`src/rtl/uart_operand_bridge.sv`:
```
// Collects NUM_OPS big-endian operands from a UART byte stream, starts the arithmetic
// core, then streams the BIT_LEN-bit result back out MSB first with a tx handshake.
module uart_operand_bridge #(
   parameter int BIT_LEN = 64,
   parameter int NUM_OPS = 3,
   parameter int TIMEOUT = 24000
) (
   input  logic                       clk,
   input  logic                       rst_n,
   input  logic                       rx_valid,
   input  logic [7:0]                 rx_byte,
   input  logic                       rx_error,
   input  logic                       is_transmitting,
   output logic [7:0]                 tx_byte,
   output logic                       tx_valid,
   output logic [NUM_OPS*BIT_LEN-1:0] ops_bus,
   output logic                       core_start,
   input  logic                       core_stop,
   input  logic [BIT_LEN-1:0]         core_result,
   output logic                       busy,
   output logic                       frame_error,
   output logic                       overrun
);

   localparam int BYTES  = BIT_LEN / 8;
   localparam int BIDX_W = $clog2(BYTES);
   localparam int OP_W   = (NUM_OPS > 1) ? $clog2(NUM_OPS) : 1;
   localparam int IDLE_W = $clog2(TIMEOUT);
   localparam int TXC_W  = $clog2(BYTES + 1);

   typedef enum logic [2:0] {RECV, START, WAIT, SEND, TX_ACK, TX_DONE} state_t;

   state_t              state;
   state_t              next_state;
   logic [BIDX_W-1:0]   byte_idx;
   logic [OP_W-1:0]     op_idx;
   logic [IDLE_W-1:0]   idle_cnt;
   logic [TXC_W-1:0]    tx_cnt;
   logic [BIT_LEN-1:0]  res_reg;

   logic accept;
   logic last_byte;
   logic frame_partial;
   logic timed_out;

   assign accept        = (state == RECV) && rx_valid && !rx_error;
   assign last_byte     = (byte_idx == BIDX_W'(BYTES - 1)) && (op_idx == OP_W'(NUM_OPS - 1));
   assign frame_partial = (byte_idx != '0) || (op_idx != '0);
   assign timed_out     = (state == RECV) && !rx_valid && !rx_error && frame_partial &&
                          (idle_cnt == IDLE_W'(TIMEOUT - 1));

   always_ff @(posedge clk or negedge rst_n) begin
      if (!rst_n) begin
         state <= RECV;
      end else begin
         state <= next_state;
      end
   end

   always_comb begin
      next_state = state;
      case (state)
         RECV:    if (accept && last_byte) next_state = START;
         START:   next_state = WAIT;
         WAIT:    if (core_stop) next_state = SEND;
         SEND:    if (!is_transmitting) next_state = TX_ACK;
         TX_ACK:  if (is_transmitting) next_state = TX_DONE;
         TX_DONE: if (!is_transmitting) next_state = (tx_cnt == TXC_W'(BYTES)) ? RECV : SEND;
         default: next_state = RECV;
      endcase
   end

   always_comb begin
      busy       = (state != RECV);
      core_start = (state == START);
   end

   // Receive side: byte placement, frame discard on error or idle timeout, overrun flagging.
   always_ff @(posedge clk or negedge rst_n) begin
      if (!rst_n) begin
         byte_idx    <= '0;
         op_idx      <= '0;
         idle_cnt    <= '0;
         ops_bus     <= '0;
         frame_error <= 1'b0;
         overrun     <= 1'b0;
      end else begin
         frame_error <= 1'b0;
         overrun     <= 1'b0;
         if (state == RECV) begin
            if (rx_error || timed_out) begin
               byte_idx    <= '0;
               op_idx      <= '0;
               idle_cnt    <= '0;
               frame_error <= 1'b1;
            end else if (rx_valid) begin
               for (int k = 0; k < NUM_OPS; k++) begin
                  for (int b = 0; b < BYTES; b++) begin
                     if (op_idx == OP_W'(k) && byte_idx == BIDX_W'(b)) begin
                        ops_bus[k*BIT_LEN + (BYTES-1-b)*8 +: 8] <= rx_byte;
                     end
                  end
               end
               idle_cnt <= '0;
               if (byte_idx == BIDX_W'(BYTES - 1)) begin
                  byte_idx <= '0;
                  op_idx   <= last_byte ? '0 : op_idx + 1'b1;
               end else begin
                  byte_idx <= byte_idx + 1'b1;
               end
            end else if (frame_partial) begin
               idle_cnt <= idle_cnt + 1'b1;
            end
         end else begin
            idle_cnt <= '0;
            if (rx_valid) overrun <= 1'b1;
         end
      end
   end

   // Result side: latch once, then hand bytes to the transmitter MSB first.
   always_ff @(posedge clk or negedge rst_n) begin
      if (!rst_n) begin
         res_reg  <= '0;
         tx_byte  <= '0;
         tx_valid <= 1'b0;
         tx_cnt   <= '0;
      end else begin
         tx_valid <= 1'b0;
         if (state == WAIT && core_stop) begin
            res_reg <= core_result;
            tx_cnt  <= '0;
         end
         if (state == SEND && !is_transmitting) begin
            for (int b = 0; b < BYTES; b++) begin
               if (tx_cnt == TXC_W'(b)) tx_byte <= res_reg[(BYTES-1-b)*8 +: 8];
            end
            tx_valid <= 1'b1;
            tx_cnt   <= tx_cnt + 1'b1;
         end
      end
   end

endmodule

```
`config.mk`:
```
export PLATFORM = sky130hd
export DESIGN_NAME = uart_operand_bridge
export DESIGN_NICKNAME = d
export VERILOG_FILES = /design/src/rtl/uart_operand_bridge.sv
export SDC_FILE = /design/constraint.sdc
export NUM_CORES = 1
export LEC_CHECK = 0
export ABC_AREA = 1
export CORE_ASPECT_RATIO = 2
export CORE_MARGIN = 2
export CORE_UTILIZATION = 40
export DETAILED_ROUTE_END_ITERATION = 7
export PLACE_DENSITY = 0.66
export SKIP_CTS_REPAIR_TIMING = 1
export SLEW_MARGIN = 5
export SYNTH_ARGS = -nofsm -noshare
export SYNTH_HDL_FRONTEND = slang
export SYNTH_SLANG_ARGS = --single-unit
```
`constraint.sdc`:
```
create_clock -name clk -period 2.9 [get_ports clk]
set_clock_uncertainty 0.15 [all_clocks]
set_input_delay 0.29 -clock clk [delete_from_list [all_inputs] [get_ports clk]]
set_output_delay 0.29 -clock clk [all_outputs]
set_load 0.05 [all_outputs]
```
==> run metrics <==
# port buffers=282; fraction of power consumed by sequential logic=36.4%; Post-synth top cells=nand2_1, dfrtp_1, o21ai_0; Hold Path Origin=core_result[56]; final wirelength=37380 µm; total CTS buffers=27; worst hold endpoint=res_reg[56]; asr flop ratio synth=100.0%; gr ovfl total=0; Net Count, Synth=1454; first-pass GRT wire length=57630 µm; FF+latch area=0.007357 mm²; Fmax=382.5 MHz; largest cells by area after synthesis=dfrtp_1, nand2_1, o21ai_0; setup violators final=0; setup tns final=0 ns; crit path DAT=2.17 ns; clk buf depth=3; Sw Pwr=0.006436 W; WHS=0.1388 ns; Gate power share=39.5%; RR Endpoint=ops_bus[188]; DR pass1 iterations=5; drt initial violations=674; area occupied by multi-input gates=0.004085 mm²; Critical Path RT=2.46 ns; count of final max-slew check failures=0; #FFs+latches synth=294; sequential cell area fraction in the yosys report=60.41%; Cells on Worst Hold Path=3; Leakage=7.457 nW; DRT antenna net count=0; Final Hold Viols=0; Top Ports=283; Final Util=54.43%; critical path peak fanout=6; fraction of layout cells with a size suffix above 1=5.801%; Root Driver=clkbuf_16; CTS tree=yes; CP startpoint kind=flip-flop; RSZ-0062 raised after global routing=no; number of global-route vias before repair=10190; flip-flop count of the largest register after layout=192; DP HPWL=26810 µm; worst r2r src=state[0]; Hold Path Class=in2reg; Yosys top cell by area=dfrtp_1; R2R Setup Slk=0.53 ns; Critical Path Source=state[2]; Clock Power Share=24.1%; synth warn=0; Initial Utilization=40.51%; Sw Share=41.29%; antenna violations before repair=1; Yosys top cell area share=60.41%; kind of critical path=reg2out; Mapped Area=0.01218 mm²; Slew HR=54.09%; CORE AREA=0.03007 mm²; Layout Nets=1728; Area growth, synth to finish=34.36%; internal power=0.009151 W; MaxCap Viol Count=0; Final Wtd Congestion=0.9534; Post-Syn Area per Cell=8.922 µm²; Max IR drop VDD=0.7761 mV; library cells used by synthesis=36; top-count cell post-synth=nand2_1; worst skew pair latency=0.55 ns; site row count=90; fill count=2786; worst-margin pin slew=0.6887 ns; H-tree lvl count=1; DIE AREA=0.03194 mm²; Final period util=90.15%; EDFF count, synth=0; Wirelength per Cell=18.47 µm; CTS sink cnt=294; Global Route Usage Sum=23.20%; die height=250.8 µm; residual DRC count=0; outcome=finished, final reports clean; Period minus WS final=2.614 ns; largest net degree at the start of global routing=98; Post-synth top flop=dfrtp_1; Register-to-Register Path Depth=8; Die Width=127.4 µm; PwrDens=952.5 mW/mm²; Reg clk slew, reported paths=0.07 ns; Via density=4.993; Worst Setup End Kind=output pin; Syn Inst Count=1365; via count=10110
==> worst max path at each step <==
stage	end	slack (ns)	cells after the start
5_1_grt	core_start	0.18	2
4_1_cts	busy	-0.03	5
3_5_place_dp	ops_bus[16]	0.41	7
3_3_place_gp	ops_bus[91]	0.44	7
6_report	core_start	0.29	2
2_1_floorplan	state[1]	0.73	3
==> cell usage in the layout (no fill, tap or decap), types with 3 or more instances in the layout <==
cell	Yosys	routed
ha_1	11	11
inv_1	114	114
nor2_1	50	50
o21ai_1	8	8
buf_12	0	4
inv_2	4	4
nor3_1	13	13
bufinv_16	0	4
clkbuf_16	0	27
a21oi_1	29	29
nand4_1	5	5
buf_4	3	23
o31ai_1	3	3
clkbuf_8	0	4
clkdlybuf4s50_1	0	280
nor2_4	2	3
xor2_1	5	5
nand2_1	422	422
clkbuf_1	42	3
o21ai_0	259	259
dfrtp_1	294	294
nand3_1	53	53
nor2_2	6	5
==> through the flow <==
step | total power, W | cell area (µm²) | worst slack (ns) | cells
floorplan | 0.009558 | 12180 | 0.7286 | 1365
global placement | 0.01181 | 15430 | 0.4424 | 1977
detailed placement | 0.01188 | 15430 | 0.4055 | 1977
CTS | 0.01569 | 16350 | -0.02881 | 2022
global route | 0.01638 | 16360 | 0.1846 | 2024
finish | 0.01559 | 16360 | 0.2856 | 2024
==> power by group through the flow <==
| stage | Sequential [W] | Clock, W | Combinational (W) |
|---|---|---|---|
| 6_report | 0.00567 | 0.00376 | 0.00616 |
| 2_1_floorplan | 0.00746 | 0 | 0.00210 |
| 3_5_place_dp | 0.00573 | 0 | 0.00615 |
| 3_3_place_gp | 0.00571 | 0 | 0.00610 |
| 4_1_cts | 0.00568 | 0.00383 | 0.00618 |
| 5_1_grt | 0.00578 | 0.00398 | 0.00662 |
==> layer usage <==
layer / part of all wire [%] / up-vias / GRT usage, % / wire (µm)
met5: 0 / - / 0 / 0
met4: 3.4 / 0 / 8.289 / 1279
met3: 7.3 / 64 / 5.384 / 2710
li1: - / 4915 / - / -
met2: 54 / 358 / 42.95 / 20010
met1: 36 / 4769 / 25.53 / 13370
==> area by class of cell <==
| type | count | area share [%] |
|---|---|---|
| Sequential cell | 294 | 44.96 |
| Multi-Input combinational cell | 887 | 24.96 |
| Timing Repair Buffer | 310 | 18.90 |
| Clock buffer | 34 | 4.534 |
| Tap cell | 368 | 2.814 |
| Inverter | 119 | 2.745 |
| Clock inverter | 11 | 1.070 |
| Antenna cell | 1 | 0.01529 |
==> critical path, stage by stage, from the launching register on <==
cell             delay (ns)
dfrtp_1                0.49
nor3_1                 0.26
clkdlybuf4s50_1        0.88
==> cells by family after synthesis <==
kind of cell | after synthesis | share of synthesized area (%)
xor+xnor | 5 | 0.3595
compound gates | 303 | 12.66
flops | 294 | 60.41
simple gates | 568 | 19.35
buf+inv | 184 | 6.092
fa+ha+maj | 11 | 1.130
(Power assumes the default switching activity.)
